## config.mk

```make
export PLATFORM = sky130hd
export DESIGN_NAME = mem_arbiter
export DESIGN_NICKNAME = d
export VERILOG_FILES = /design/src/rtl/mem_arbiter_pkg.sv /design/src/rtl/mem_arbiter_prio.sv /design/src/rtl/mem_arbiter.sv
export SDC_FILE = /design/constraint.sdc
export NUM_CORES = 1
export LEC_CHECK = 0
export ABC_AREA = 1
export CAP_MARGIN = 10
export CORE_ASPECT_RATIO = 0.7
export CORE_MARGIN = 2
export CORE_UTILIZATION = 38
export CTS_CLUSTER_DIAMETER = 80
export DETAILED_ROUTE_END_ITERATION = 7
export HOLD_SLACK_MARGIN = 0.1
export PLACE_DENSITY = 0.81
export SLEW_MARGIN = 20
export SYNTH_ARGS = -nofsm -noshare
export SYNTH_HDL_FRONTEND = slang
export SYNTH_HIERARCHICAL = 1
export SYNTH_SLANG_ARGS = --single-unit
export TNS_END_PERCENT = 10
```

## constraint.sdc

```tcl
create_clock -name MEMARB_Clk_in -period 2.15 [get_ports MEMARB_Clk_in]
set_input_delay 0.43 -clock MEMARB_Clk_in [delete_from_list [all_inputs] [get_ports MEMARB_Clk_in]]
set_output_delay 0.43 -clock MEMARB_Clk_in [all_outputs]
set_load 0.01 [all_outputs]
```

## src/rtl/mem_arbiter_pkg.sv

```systemverilog
// Shared types for the unified instruction/data memory arbiter.
//
// tag_e   : owner of the read issued in the previous cycle (TAG_NONE/TAG_INS/TAG_DATA).
// grant_e : access issued to the memory this cycle.
// grant_to_tag() maps an issued access onto the response tag it creates.
package mem_arbiter_pkg;

    localparam int unsigned BE_WIDTH  = 4;
    localparam int unsigned CNT_WIDTH = 4;

    typedef enum logic [1:0] {
        TAG_NONE = 2'd0,
        TAG_INS  = 2'd1,
        TAG_DATA = 2'd2
    } tag_e;

    typedef enum logic [1:0] {
        GNT_NONE    = 2'd0,
        GNT_INS     = 2'd1,
        GNT_DATA_RD = 2'd2,
        GNT_DATA_WR = 2'd3
    } grant_e;

    // Writes produce no response, so only reads leave a tag behind.
    function automatic tag_e grant_to_tag(input grant_e grant);
        tag_e tag;
        unique case (grant)
            GNT_INS:     tag = TAG_INS;
            GNT_DATA_RD: tag = TAG_DATA;
            default:     tag = TAG_NONE;
        endcase
        return tag;
    endfunction

endpackage

```

## src/rtl/mem_arbiter_prio.sv

```systemverilog
// Grant decision for the shared memory port.
//
// Data beats instruction, and a data write beats a data read. When the optional starvation guard
// is built in (macro MEMARB_STARVE_GUARD_EN), a 4-bit counter of consecutive instruction denials
// forces an instruction grant once it reaches STARVE_LIMIT. Without the macro the priority is
// strictly data first and STARVE_LIMIT has no effect.
//
// Ports:
//   clk      clock, counter updates on the rising edge
//   reset    synchronous active-high reset; also suppresses any grant
//   ins_req  instruction-fetch request
//   data_rd  data read request
//   data_wr  data write request
//   grant    access issued this cycle (combinational)
module mem_arbiter_prio
    import mem_arbiter_pkg::*;
#(
    parameter int unsigned STARVE_LIMIT = 4
) (
    input  logic   clk,
    input  logic   reset,
    input  logic   ins_req,
    input  logic   data_rd,
    input  logic   data_wr,
    output grant_e grant
);

    logic force_ins;

`ifdef MEMARB_STARVE_GUARD_EN
    localparam logic [CNT_WIDTH-1:0] LIMIT = CNT_WIDTH'(STARVE_LIMIT);

    logic [CNT_WIDTH-1:0] starve_cnt;

    assign force_ins = ins_req && (starve_cnt == LIMIT);

    // Counts denied fetches; once at LIMIT the fetch wins, which clears it again.
    always_ff @(posedge clk) begin
        if (reset) begin
            starve_cnt <= '0;
        end else if (ins_req && (grant != GNT_INS)) begin
            if (starve_cnt != LIMIT) begin
                starve_cnt <= starve_cnt + CNT_WIDTH'(1);
            end
        end else begin
            starve_cnt <= '0;
        end
    end
`else
    logic unused_guard;

    assign force_ins    = 1'b0;
    assign unused_guard = ^{clk, CNT_WIDTH'(STARVE_LIMIT)};
`endif

    always_comb begin
        grant = GNT_NONE;
        if (reset) begin
            grant = GNT_NONE;
        end else if (force_ins) begin
            grant = GNT_INS;
        end else if (data_wr) begin
            grant = GNT_DATA_WR;
        end else if (data_rd) begin
            grant = GNT_DATA_RD;
        end else if (ins_req) begin
            grant = GNT_INS;
        end
    end

endmodule

```

## src/rtl/mem_arbiter.sv

```systemverilog
// Arbiter/sequencer sharing one single-port synchronous memory (1-cycle read latency) between
// the core's instruction-fetch port and data port.
//
// Optional feature: define MEMARB_STARVE_GUARD_EN to enable the instruction starvation guard.
//
// Ports:
//   MEMARB_Clk_in, MEMARB_Reset_in          clock, synchronous active-high reset
//   MEMARB_Ins_*                            fetch request/address in; wait, valid, read data out
//   MEMARB_Data_*                           data read/write request, byte enables, address,
//                                           write data in; wait, valid, read data out
//   MEMARB_Mem_*                            memory strobes, byte enables, address, write data
//                                           out; memory read data in (one cycle after Re)
//
// Grant, waits and memory outputs are combinational. A read's owner is held in a registered tag;
// in the following cycle that owner's Valid is high and its read data port passes the memory
// data through, which is also captured so the port holds it until the next response.
module mem_arbiter
    import mem_arbiter_pkg::*;
#(
    parameter int unsigned DATAWIDTH    = 32,
    parameter int unsigned ADDR_WIDTH   = 10,
    parameter int unsigned STARVE_LIMIT = 4
) (
    input  logic                  MEMARB_Clk_in,
    input  logic                  MEMARB_Reset_in,

    input  logic                  MEMARB_Ins_Read_in,
    input  logic [ADDR_WIDTH-1:0] MEMARB_Ins_Addr_InBUS,
    output logic                  MEMARB_Ins_Wait_out,
    output logic                  MEMARB_Ins_Valid_out,
    output logic [DATAWIDTH-1:0]  MEMARB_Ins_Readdata_OutBUS,

    input  logic                  MEMARB_Data_Read_in,
    input  logic                  MEMARB_Data_Write_in,
    input  logic [BE_WIDTH-1:0]   MEMARB_Data_Byteenable_InBUS,
    input  logic [ADDR_WIDTH-1:0] MEMARB_Data_Addr_InBUS,
    input  logic [DATAWIDTH-1:0]  MEMARB_Data_Writedata_InBUS,
    output logic                  MEMARB_Data_Wait_out,
    output logic                  MEMARB_Data_Valid_out,
    output logic [DATAWIDTH-1:0]  MEMARB_Data_Readdata_OutBUS,

    output logic                  MEMARB_Mem_Re_out,
    output logic                  MEMARB_Mem_We_out,
    output logic [BE_WIDTH-1:0]   MEMARB_Mem_Byteenable_OutBUS,
    output logic [ADDR_WIDTH-1:0] MEMARB_Mem_Addr_OutBUS,
    output logic [DATAWIDTH-1:0]  MEMARB_Mem_Writedata_OutBUS,
    input  logic [DATAWIDTH-1:0]  MEMARB_Mem_Readdata_InBUS
);

    grant_e               grant;
    tag_e                 tag;
    logic [DATAWIDTH-1:0] ins_hold;
    logic [DATAWIDTH-1:0] data_hold;

    mem_arbiter_prio #(
        .STARVE_LIMIT (STARVE_LIMIT)
    ) u_prio (
        .clk     (MEMARB_Clk_in),
        .reset   (MEMARB_Reset_in),
        .ins_req (MEMARB_Ins_Read_in),
        .data_rd (MEMARB_Data_Read_in),
        .data_wr (MEMARB_Data_Write_in),
        .grant   (grant)
    );

    // With read and write both asserted the write is issued and the read term keeps Wait high.
    assign MEMARB_Ins_Wait_out  = MEMARB_Reset_in
                                | (MEMARB_Ins_Read_in && (grant != GNT_INS));
    assign MEMARB_Data_Wait_out = MEMARB_Reset_in
                                | (MEMARB_Data_Read_in && (grant != GNT_DATA_RD))
                                | (MEMARB_Data_Write_in && (grant != GNT_DATA_WR));

    always_comb begin
        MEMARB_Mem_Re_out            = 1'b0;
        MEMARB_Mem_We_out            = 1'b0;
        MEMARB_Mem_Byteenable_OutBUS = '0;
        MEMARB_Mem_Addr_OutBUS       = '0;
        MEMARB_Mem_Writedata_OutBUS  = '0;
        unique case (grant)
            GNT_INS: begin
                MEMARB_Mem_Re_out            = 1'b1;
                MEMARB_Mem_Byteenable_OutBUS = '1;
                MEMARB_Mem_Addr_OutBUS       = MEMARB_Ins_Addr_InBUS;
            end
            GNT_DATA_RD: begin
                MEMARB_Mem_Re_out            = 1'b1;
                MEMARB_Mem_Byteenable_OutBUS = '1;
                MEMARB_Mem_Addr_OutBUS       = MEMARB_Data_Addr_InBUS;
            end
            GNT_DATA_WR: begin
                MEMARB_Mem_We_out            = 1'b1;
                MEMARB_Mem_Byteenable_OutBUS = MEMARB_Data_Byteenable_InBUS;
                MEMARB_Mem_Addr_OutBUS       = MEMARB_Data_Addr_InBUS;
                MEMARB_Mem_Writedata_OutBUS  = MEMARB_Data_Writedata_InBUS;
            end
            default: ;
        endcase
    end

    always_ff @(posedge MEMARB_Clk_in) begin
        if (MEMARB_Reset_in) begin
            tag       <= TAG_NONE;
            ins_hold  <= '0;
            data_hold <= '0;
        end else begin
            tag <= grant_to_tag(grant);
            if (tag == TAG_INS) begin
                ins_hold <= MEMARB_Mem_Readdata_InBUS;
            end
            if (tag == TAG_DATA) begin
                data_hold <= MEMARB_Mem_Readdata_InBUS;
            end
        end
    end

    // Reset masks a response still in flight from the cycle before reset was raised.
    assign MEMARB_Ins_Valid_out  = !MEMARB_Reset_in && (tag == TAG_INS);
    assign MEMARB_Data_Valid_out = !MEMARB_Reset_in && (tag == TAG_DATA);

    assign MEMARB_Ins_Readdata_OutBUS  = MEMARB_Reset_in      ? '0 :
                                         MEMARB_Ins_Valid_out ? MEMARB_Mem_Readdata_InBUS :
                                                                ins_hold;
    assign MEMARB_Data_Readdata_OutBUS = MEMARB_Reset_in       ? '0 :
                                         MEMARB_Data_Valid_out ? MEMARB_Mem_Readdata_InBUS :
                                                                 data_hold;

endmodule

```

Yosys cells after proc, flatten, opt, wreduce, memory -nomap -nowiden

Cells that the tools add are included.

Register bits: 66

Equal/unequal tests: 8
Multiplexer cells: 14
Bitwise logic cells: 3
Reduce and logical (&&, ||, !) cells: 8

Operator list:

| operator           | number |
|---|---|
| $mux 32            | 5 |
| $pmux 10 s2        | 1 |
| $pmux 4 s2         | 1 |
| $eq 2x2->1 const B | 3 |
| $mux 2             | 3 |
| $logic_and 1x1->1  | 5 |
| $eq 2x1->1 const B | 2 |
| $ne 2x2->1 const B | 2 |
| $pmux 2 s2         | 1 |
| $reduce_or 2->1    | 2 |
| $mux 1             | 3 |
| $or 1x1->1         | 3 |
| $ne 2x1->1 const B | 1 |
| $logic_not 1->1    | 1 |

Depth between registers and ports, before layout

Gate-level depths: netlist of run 1.

Depth in word-level cells: 8
Depth in mapped cells: 8

Cells and area by module

Netlist of run 1, hierarchy kept.

By module, submodules not included:

| module           | area each (um^2) | seq. area each (um^2) | cells an instance | times used |
|---|---|---|---|---|
| mem_arbiter      | 3,502.1          | 1,321.3               | 581               | 1 |
| mem_arbiter_prio | 27.5             | 0.0                   | 5                 | 1 |

Worst setup path before layout of run 1

No wires, ideal clock.

Kind: input to output
From: input MEMARB_Data_Write_in
To: output MEMARB_Mem_Addr_OutBUS[1]
Required time: 1.720 ns
Data arrival time: 1.627 ns
Setup slack: 0.093 ns
Buffers on the path: 1
Stages on the path: 6
Path through: inv_1 a21oi_1 ha_1 clkbuf_1 o21ai_0 a21oi_1

Cells in the longest elaborated chain, start to end: 5
Elaborated cells between the ends (all ways): 7
Classes of those cells: 3 x eq/ne; 3 x mux; 1 x reduce/logical

RTL lines:

| item                      | line                   | source |
|---|---|---|
| start, declared           | mem_arbiter.sv:34      | `input logic MEMARB_Data_Write_in,` |
| $mux 2 (*)                | mem_arbiter_prio.sv:62 | `end else if (data_wr) begin` |
| $mux 2 (*)                | mem_arbiter_prio.sv:58 | `if (reset) begin` |
| net grant[1]              | mem_arbiter.sv:50      | `grant_e grant;` |
| $eq 2x2->1                | mem_arbiter.sv:79      | `unique case (grant)` |
| $reduce_or 2->1 (no line) | -                      |  |
| $pmux 10 s2 (*)           | mem_arbiter.sv:79      |  |
| end, declared             | mem_arbiter.sv:45      | `output logic [ADDR_WIDTH-1:0] MEMARB_Mem_Addr_OutBUS,` |

The timed path passes the listed nets; every way through them passes the cells marked *.

Final worst setup path of run 1

From: input MEMARB_Data_Read_in
To: output MEMARB_Mem_Writedata_OutBUS[24]

Cells in the longest elaborated chain, start to end: 5

RTL lines:

| item            | line                   | source |
|---|---|---|
| start, declared | mem_arbiter.sv:33      | `input logic MEMARB_Data_Read_in,` |
| $mux 2          | mem_arbiter_prio.sv:64 | `end else if (data_rd) begin` |
| $mux 2          | mem_arbiter_prio.sv:62 |  |
| $mux 2          | mem_arbiter_prio.sv:58 |  |
| net grant[0]    | mem_arbiter.sv:50      |  |
| $eq 2x2->1      | mem_arbiter.sv:79      |  |
| $mux 32         | mem_arbiter.sv:79      |  |
| end, declared   | mem_arbiter.sv:46      | `output logic [DATAWIDTH-1:0] MEMARB_Mem_Writedata_OutBUS,` |

The timed path passes the listed nets, and every way through them passes these cells.

==> metrics.csv, run 1 <==
metric,value,unit
outcome,"finished, violations left",
violations,negative setup slack,
dp.cells,936,
synthTopCellsByArea,"dfxtp_1, nor2_1, nand2_1",
ant_nets,0,
synth_most_common_cell,nor2_1,
async_flop_share,0,%
die-area,10100,µm²
port_buffers,208,
min_to,data_hold[27]$_SDFFE_PP0N_,
fmax,0.456,GHz
synth_fa_ha_area_share,2.48,%
synth_area_per_cell,6.02,µm²
fp.dieW,119,µm
grt_start_max_net_pins,33,
clk_latency,0.32,ns
io_pins,209,
netlist_instances,586,
route.detailed.drc,0,
synth-compound-area-share,3.93,%
max_stage_delay,0.21,ns
vias_per_cell,4.73,
timing.final.crit_period,2.19,ns
crit_arrival,1.76,ns
holdPathStages,2,
vdd_drop_max,0.000439,V
yosysTopAreaCell,dfxtp_1,
r2r_start,tag[0]$_SDFF_PP0_,
clockBufferDepth,2,
yosys-top-cells-count,"nor2_1, nand2_1, inv_1",
root_buffer,clkbuf_16,
worst_hold_slack,0.465,ns
dr.pass1.iters,7,
slew_headroom,82.3,%
cts_sinks,66,
routed_wl,13100,µm
synthFlopType,dfxtp_1,
grt_antenna_before_repair,1,
slew_viol_final,0,
fin_worst_skew,0.00645,ns
ys_seq_area_share,37.4,%
maxCapViolCount,0,
layout_setup_ws,-0.0442,ns
grt-ovfl-total,0,
cp-start-kind,input port,
multi_input_area,1810,µm²
path_clk_slew,0.05,ns
htreeDepth,3,
gr-usage-all-layers,26.0,%
leakagePower,0.00344,µW
hold_violations,0,
syn_area,3530,µm²
synth-simple-area-share,42.8,%
critPathRequiredTime,1.72,ns
hold_path_class,reg -> reg,
vias,4566,
reg2reg_depth,6,
crit_path_max_fanout,7,
holdBufCountCts,0,
pwr_density_cell,593,nW/µm²
synth-edff-count,0,
crit_buf_inv,8,
cts_buffers,9,
start_util,39.1,%
critPathCaptureType,output port,
final_nets,937,
tightest_slew,0.266,ns
slowest_stage,clkdlybuf4s15_2,
first_global_vias,4426,
area_growth,81.2,%
drt_iter0_drc,322,
die_h,84.6,µm
ys_types,17,
rsz0062_at_grt,true,
setup_viol_count_final,2,
synth_mux_area_share,0,%
grt_pass1_wl,20900,µm
worstPathCellList,buf_2 -> inv_2 -> nand2_2 -> a21oi_4 -> buf_6 -> ha_4 -> buf_12 -> buf_12 -> buf_4 -> nand2_1 -> inv_1 -> clkdlybuf4s15_2,
yosys_warnings,6,
syn_nets,686,
fillers,765,
gp_congestion,0.913,
drive_above_1_share,19.1,%
ff_latch_area,1320,µm²
period_share,102,%
rows,29,
coreArea,9030,µm²
hp-start,data_hold[27]$_SDFFE_PP0N_,
cpMostUsedCell,buf_12,
r2r_slack,1.00,ns
cts_tree,yes,
synth_top_area_share,37.4,%
rr_endpoint,ins_hold[21]$_SDFFE_PP0N_,
synth_xor_area_share,0,%
avgRoutedWirePerCell,13.5,µm
synth_top_family_by_area,simple AND/OR/NAND/NOR gates,
crit_type,in -> out,
dp_hpwl,9720,µm
ys_ff_latch,66,
final_util,70.8,%
worst_path_dominant_cell_family,buffers and inverters,
final_cells,966,
stage by stage:
step	instance area [µm²]	setup TNS, ns	total power (µW)	setup WS (ns)
global placement	6030	-61.37	2260	-0.799
global route	6390	-0.563	3970	-0.0939
floorplan	3530	0	1730	0.0934
detailed placement	6030	-62.74	2280	-0.817
finish	6390	-0.0752	3790	-0.0442
CTS	6370	-0.344	3790	-0.175
power breakdown:
part / switching, µW / leakage, µW / internal [µW] / total, µW
Sequential: 20.2 / 0.000540 / 1290 / 1310
Clock: 505 / 0.000158 / 1040 / 1540
Combinational: 457 / 0.00275 / 482 / 939
Total: 982 / 0.00344 / 2810 / 3790
area by class of cell:
type / instances / share of cell area, %
inverter: 76 / 4.50
timing repair buffer: 274 / 39.1
clock inverter: 5 / 1.23
clock buffer: 10 / 3.74
antenna: 1 / 0.0391
tap: 124 / 2.43
sequential: 66 / 20.7
multi-input combinational: 410 / 28.3
layer usage:
layer | GRT usage (%) | vias to the layer above | share of wire, %
li1 | - | 2264 | -
met1 | 31.9 | 2048 | 42
met2 | 44.5 | 222 | 48
met3 | 7.34 | 32 | 8.1
met4 | 7.68 | 0 | 1.7
met5 | 0 | - | 0
sequential cells by signal (all words and copies together), names as in the netlist:
register,flops
data_hold,32
ins_hold,32
tag,2
layout by cell type (no fill, tap or decap), drive strengths merged:
cell type / netlist / routed
nor2: 196 / 196
nand2: 114 / 114
buf: 21 / 109
clkdlybuf4s50: 0 / 89
inv: 76 / 76
dfxtp: 66 / 66
nand3: 64 / 64
dlygate4sd2: 0 / 57
a21oi: 17 / 17
clkbuf: 13 / 17
o21ai: 10 / 10
clkdlybuf4s15: 0 / 9
ha: 7 / 7
clkinv: 0 / 3
nor3: 2 / 2
bufinv: 0 / 2
dlymetal6s2s: 0 / 2
diode: 0 / 1
bufbuf: 0 / 1
kinds of logic (layout without fill, tap and decap cells):
logic type / count (synthesis) / count (layout)
other: 0 / 1
buffers and inverters: 110 / 365
AO/OA/AOI/OAI: 27 / 27
flip-flops: 66 / 66
adder cells (fa/ha/maj): 7 / 7
AND/OR/NAND/NOR: 376 / 376
repair_timing:
| action | in CTS | in global routing |
|---|---|---|
| cloned | 4 | 0 |
| resized for setup | 265 | 58 |
| setup buffers | 5 | 5 |
| hold endpoints to repair | 0 | 0 |
| pin swaps | 4 | 6 |
| endpoints found under the setup margin | 116 | 58 |
how the worst max path moves through the flow:
| stage | cells past startpoint | startpoint | slack, ns | endpoint |
|---|---|---|---|---|
| 2_1_floorplan | 6 | MEMARB_Data_Write_in | 0.09 | MEMARB_Mem_Addr_OutBUS[1] |
| 3_3_place_gp | 8 | MEMARB_Data_Read_in | -0.80 | MEMARB_Mem_Byteenable_OutBUS[1] |
| 3_5_place_dp | 8 | MEMARB_Data_Read_in | -0.82 | MEMARB_Mem_Addr_OutBUS[4] |
| 4_1_cts | 6 | tag[0]$_SDFF_PP0_ | -0.17 | MEMARB_Ins_Readdata_OutBUS[10] |
| 5_1_grt | 12 | MEMARB_Data_Read_in | -0.09 | MEMARB_Mem_Writedata_OutBUS[24] |
| 6_report | 12 | MEMARB_Data_Read_in | -0.04 | MEMARB_Mem_Writedata_OutBUS[24] |
tightest hold or removal path: cells and delay by family (launching register included):
family | cells | cell delay [ns]
flops | 1 | 0.30
simple gates | 2 | 0.13
(Power assumes the default switching activity.)
==> run 2, diff against run 1 <==
- HOLD_SLACK_MARGIN: 0.1 -> 0.03
- clock period: 2.15 -> 2.5 ns (I/O delays scaled with it)
==> metrics.csv, run 2 (synthesized netlist as in run 1, its figures left out) <==
metric,value,unit,change
gp_congestion,0.870,,was 0.913
leakagePower,0.00340,µW,was 0.00344 µW
crit_path_max_fanout,6,,was 7
r2r_slack,1.22,ns,was 1.00 ns
largestRegisters,"data_hold (32), ins_hold (32), tag (2)",,unchanged
drive_above_1_share,13.9,%,was 19.1%
crit_arrival,1.98,ns,was 1.76 ns
critPathRequiredTime,2.00,ns,was 1.72 ns
critPathCaptureType,output port,,unchanged
place_ws,-0.635,ns,was -0.817 ns
grt_antenna_before_repair,0,,was 1
power.share.clock,40.9,%,was 40.6%
final_nets,931,,was 937
clockBufferDepth,2,,unchanged
area_growth,81.2,%,about the same
clk_latency,0.32,ns,about the same
maxCapViolCount,0,,unchanged
rows,29,,unchanged
holdBufCountCts,0,,unchanged
p_switching,874,µW,was 982 µW
mostFrequentLayoutCells,"nor2_1, nand2_1, clkdlybuf4s50_1, dlygate4sd2_1, inv_1",,"was nor2_1, nand2_1, clkdlybuf4s50_1, inv_1"
vdd_drop_max,0.000364,V,was 0.000439 V
rsz0062_at_grt,true,,unchanged
routed_wl,13300,µm,was 13100 µm
grt-ovfl-total,0,,unchanged
port_buffers,208,,unchanged
root_buffer,clkbuf_16,,unchanged
htreeDepth,3,,unchanged
grt_pass1_wl,20900,µm,about the same
outcome,completed,,"was finished, violations left"
dr.pass1.iters,8,,was 7
final_util,70.8,%,about the same
route.detailed.drc,0,,unchanged
finalSetupTns,0,ns,was -0.0752 ns
path_clk_slew,0.05,ns,about the same
fin_worst_skew,0.00366,ns,was 0.00645 ns
cts_sinks,66,,unchanged
first_global_vias,4545,,was 4426
coreArea,9030,µm²,unchanged
fmax,0.404,GHz,
hold_violations,0,,unchanged
hold_path_class,reg -> reg,,unchanged
antenna_cells,0,,was 1
fillers,770,,was 765
slew_headroom,81.3,%,was 82.3%
crit_type,in -> out,,unchanged
cellInternalPower,2390,µW,was 2810 µW
cts_buffers,9,,unchanged
power.share.switching,26.7,%,was 25.9%
grt_start_max_net_pins,36,,was 33
start_util,39.1,%,unchanged
gr-usage-all-layers,25.9,%,was 26.0%
vias,4559,,was 4566
cp-start-kind,input port,,unchanged
setup_viol_count_final,0,,was 2
tightest_slew,0.280,ns,was 0.266 ns
final_common_cell,nor2_1,,unchanged
seqPwrFrac,34.5,%,was 34.6%
slew_viol_final,0,,unchanged
worst_hold_slack,0.464,ns,was 0.465 ns
io_pins,209,,unchanged
cts_tree,yes,,unchanged
drt_iter0_drc,280,,was 322
avgRoutedWirePerCell,13.9,µm,was 13.5 µm
layout_setup_ws,0.0239,ns,was -0.0442 ns
ant_nets,0,,unchanged
fp.dieW,119,µm,unchanged
pwr-share-comb,24.6,%,was 24.7%
dp_hpwl,9870,µm,was 9720 µm
period_share,99.0,%,
die_h,84.6,µm,unchanged
die-area,10100,µm²,unchanged
pwr_density_cell,511,nW/µm²,was 593 nW/µm²
timing.final.crit_period,2.48,ns,
vias_per_cell,4.75,,was 4.73
[run 2: cell types whose count changed in the layout (fill, tap and decap cells not counted), sizes merged]
| cell | change |
|---|---|
| clkbuf | -3 |
| bufbuf | -1 |
| clkinv | -2 |
| buf | -41 |
| clkdlybuf4s15 | -4 |
| diode | -1 |
| dlygate4sd2 | +28 |
| clkinvlp | +3 |
| clkdlybuf4s50 | +16 |
| dlymetal6s2s | -1 |
[run 2: layout make-up]
| type | count | area [µm²] | area share (%) |
|---|---|---|---|
| Multi-Input combinational cell | 410 | 1830 | 28.5 |
| Inverter | 76 | 297 | 4.64 |
| Tap cell | 124 | 155 | 2.43 |
| Clock inverter | 6 | 88.8 | 1.39 |
| Timing Repair Buffer | 268 | 2480 | 38.8 |
| Sequential cell | 66 | 1320 | 20.7 |
| Clock buffer | 10 | 229 | 3.58 |
[run 2: repair_timing]
action	4_1_cts	5_1_grt
buffers inserted	4	3
resized for setup	151	38
pin swaps	3	4
cloned	1	1
endpoints found under the setup margin	114	53
[run 2: stage by stage]
stage / std cells / area (µm²) / total power, µW
after floorplan: 586 / 3530 / 1490
after global routing: 960 / 6400 / 3410
after CTS: 956 / 6320 / 3270
after global placement: 935 / 6010 / 1940
after detailed placement: 935 / 6010 / 1960
final: 960 / 6400 / 3270
[run 2: worst max-delay path, stage by stage]
cell and delay, ns:
clkdlybuf4s15_1 0.22, nand2_2 0.07, a21oi_2 0.15, buf_4 0.15, clkinvlp_4 0.13, ha_4 0.23, buf_8 0.15, o21ai_4 0.15
a21oi_2 0.07, buf_2 0.14
[run 2: metal layers]
layer  wire length (µm)  GRT usage [%]  vias to the layer above
met2               6680           47.1                      204
met3                973           6.59                       22
met1               5380           30.0                     2079
met5                  0              0                        -
met4                280           8.33                        0
li1                   -              -                     2254
[run 2: worst paths after layout]
kind | start | to | cells past startpoint
max | MEMARB_Ins_Read_in | MEMARB_Mem_Addr_OutBUS[1] | 10
max reg2reg | tag[1]$_SDFF_PP0_ | ins_hold[15]$_SDFFE_PP0N_ | 6
min | ins_hold[22]$_SDFFE_PP0N_ | ins_hold[22]$_SDFFE_PP0N_ | 2
min reg2reg | ins_hold[22]$_SDFFE_PP0N_ | ins_hold[22]$_SDFFE_PP0N_ | 2
[run 2: power by group through the flow]
stage | logic, µW | clock network, µW | registers (µW)
finish | 804 | 1340 | 1130
global route | 877 | 1400 | 1130
CTS | 782 | 1360 | 1130
detailed placement | 811 | 0 | 1150
global placement | 790 | 0 | 1150
floorplan | 347 | 0 | 1140
==> run 3, diff against run 2 <==
- ABC_AREA: 1 -> 0
- CORE_UTILIZATION: 38 -> 40
==> metrics.csv, run 3 <==
metric,value,unit,change
outcome,"finished, violations left",,was completed
violations,negative setup slack,,
routed_wl,12700,µm,was 13300 µm
period_share,101,%,was 99.0%
synth-edff-count,0,,unchanged
fin_worst_skew,0.00423,ns,was 0.00366 ns
pwr_density_cell,462,nW/µm²,was 511 nW/µm²
syn_area,3990,µm²,was 3530 µm²
hold_violations,0,,unchanged
dr.pass1.iters,5,,was 8
synthFlopType,dfxtp_1,,unchanged
yosys_warnings,6,,unchanged
largestRegisters,"data_hold (32), ins_hold (32), tag (2)",,unchanged
grt-ovfl-total,0,,unchanged
place_ws,-0.663,ns,was -0.635 ns
crit_arrival,2.03,ns,was 1.98 ns
synth_top_area_share,33.1,%,was 37.4%
setup_viol_count_final,7,,was 0
port_buffers,208,,unchanged
maxCapViolCount,0,,unchanged
synth_most_common_cell,mux2i_1,,was nor2_1
critPathRequiredTime,2.00,ns,about the same
vdd_drop_max,0.000360,V,was 0.000364 V
ys_seq_area_share,33.1,%,was 37.4%
antenna_cells,0,,unchanged
grt_start_max_net_pins,42,,was 36
dp_hpwl,8940,µm,was 9870 µm
drive_above_1_share,14.7,%,was 13.9%
mostFrequentLayoutCells,"clkdlybuf4s50_1, mux2i_1, nand2b_1, dfxtp_1, dlygate4sd2_1",,"was nor2_1, nand2_1, clkdlybuf4s50_1, dlygate4sd2_1, inv_1"
start_util,41.2,%,was 39.1%
holdBufCountCts,0,,unchanged
cts_sinks,66,,unchanged
syn_nets,518,,was 686
cts_tree,yes,,unchanged
rows,30,,was 29
htreeDepth,3,,unchanged
finalSetupTns,-0.0814,ns,was 0 ns
critPathCaptureType,output port,,unchanged
power.total,3110,µW,was 3270 µW
rsz0062_at_grt,true,,unchanged
grt_pass1_wl,19200,µm,was 20900 µm
drt_iter0_drc,185,,was 280
vias,3758,,was 4559
synth_area_per_cell,9.54,µm²,was 6.02 µm²
fmax,0.396,GHz,was 0.404 GHz
ys_types,19,,was 17
root_buffer,clkbuf_16,,unchanged
area_growth,69.0,%,was 81.2%
fp.dieW,123,µm,was 119 µm
cts_buffers,9,,unchanged
die-area,10800,µm²,was 10100 µm²
io_pins,209,,unchanged
clockBufferDepth,2,,unchanged
first_global_vias,3802,,was 4545
gr-usage-all-layers,23.2,%,was 25.9%
layout_setup_ws,-0.0263,ns,was 0.0239 ns
vias_per_cell,4.82,,was 4.75
grt_antenna_before_repair,0,,unchanged
crit_type,in -> out,,unchanged
hold_path_class,reg -> reg,,unchanged
avgRoutedWirePerCell,16.3,µm,was 13.9 µm
async_flop_share,0,%,unchanged
cp-start-kind,input port,,unchanged
yosysTopAreaCell,dfxtp_1,,unchanged
clk_latency,0.33,ns,was 0.32 ns
tightest_slew,0.261,ns,was 0.280 ns
synthTopCellsByArea,"dfxtp_1, mux2i_1, nand2b_1",,"was dfxtp_1, nor2_1, nand2_1"
final_common_cell,clkdlybuf4s50_1,,was nor2_1
leakagePower,0.00318,µW,was 0.00340 µW
die_h,87.5,µm,was 84.6 µm
ant_nets,0,,unchanged
coreArea,9680,µm²,was 9030 µm²
route.detailed.drc,0,,unchanged
netlist_instances,418,,was 586
fin_area,6740,µm²,was 6400 µm²
dpl_cell_area,6360,µm²,was 6010 µm²
path_clk_slew,0.05,ns,about the same
crit_path_max_fanout,5,,was 6
ys_ff_latch,66,,unchanged
slew_viol_final,0,,unchanged
timing.final.crit_period,2.53,ns,was 2.48 ns
final_nets,747,,was 931
gp_congestion,0.975,,was 0.870
slew_headroom,82.6,%,was 81.3%
yosys-top-cells-count,"mux2i_1, nand2b_1, dfxtp_1",,"was nor2_1, nand2_1, inv_1"
==> run 3: cell count changes after synthesis, sizes merged, moves of 2 or more <==
| cell | before | now |
|---|---|---|
| inv | 76 | 6 |
| nand2b | 0 | 99 |
| and2 | 0 | 32 |
| mux2i | 0 | 128 |
| nand3 | 64 | 0 |
| nand2 | 114 | 9 |
| nor2b | 0 | 2 |
| nor2 | 196 | 10 |
| nor3 | 2 | 0 |
| a21oi | 17 | 14 |
==> run 3: kinds of logic (layout without fill, tap and decap cells) <==
logic type | count (synthesis) | in the layout | synth area share [%]
adder cells (fa/ha/maj) | 7 | 7 | 2.20
flip-flops | 66 | 66 | 33.1
multiplexers | 128 | 128 | 32.1
AND/OR/NAND/NOR | 152 | 152 | 22.7
AO/OA/AOI/OAI | 26 | 26 | 3.61
buffers and inverters | 39 | 273 | 6.28
==> run 3: path summary, 6_finish.rpt <==
path                                   from                    endpoint  slack, ns  cells past startpoint
setup / recovery        MEMARB_Data_Read_in        MEMARB_Data_Wait_out      -0.03                      8
hold / removal    data_hold[7]$_SDFFE_PP0N_   data_hold[7]$_SDFFE_PP0N_       0.48                      2
setup reg to reg          tag[1]$_SDFF_PP0_  data_hold[14]$_SDFFE_PP0N_       1.18                      4
hold reg to reg   data_hold[7]$_SDFFE_PP0N_   data_hold[7]$_SDFFE_PP0N_       0.48                      2
==> run 3: layout make-up <==
cell class | instances | area [µm²]
flip-flops and latches | 66 | 1320
inverters | 6 | 22.5
well taps | 128 | 160
repair buffers | 251 | 2410
multi-input cells | 313 | 2510
clock inverters | 1 | 30.0
clock buffers | 15 | 288
fillers | 767 | 2940
==> run 3: where the power goes <==
part / leakage [µW] / internal [µW] / switching [µW]
registers: 0.000536 / 1090 / 10.9
logic: 0.00249 / 405 / 290
clock network: 0.000156 / 881 / 436
total: 0.00318 / 2380 / 737
==> run 3: worst max-delay path: stages <==
cell	delay, ns
dlygate4sd2_1	0.26
nand2b_4	0.16
a21oi_4	0.26
buf_6	0.14
ha_4	0.12
inv_1	0.03
a221o_1	0.30
clkdlybuf4s15_1	0.23
==> run 3: timing repair <==
item | 4_1_cts | 5_1_grt
pin swaps | 3 | 4
gates resized for setup | 131 | 25
endpoints found under the setup margin | 64 | 82
gates cloned | 2 | 1
buffers inserted | 5 | 0
==> run 3: metrics by stage <==
stage	hold WS (ns)	instances	utilization [%]
floorplan	0.457	418	-
global placement	0.468	756	65.7
detailed placement	0.478	756	65.7
CTS	0.487	779	70.0
global route	0.504	780	69.6
finish	0.481	780	69.6
==> run 3: per-layer routing <==
layer / global-route usage [%] / vias to the layer above / part of all wire (%)
met1: 28.1 / 1758 / 45
met5: 0 / - / 0
met3: 10.6 / 19 / 8.5
li1: - / 1861 / -
met2: 37.6 / 120 / 46
met4: 6.20 / 0 / 1.1
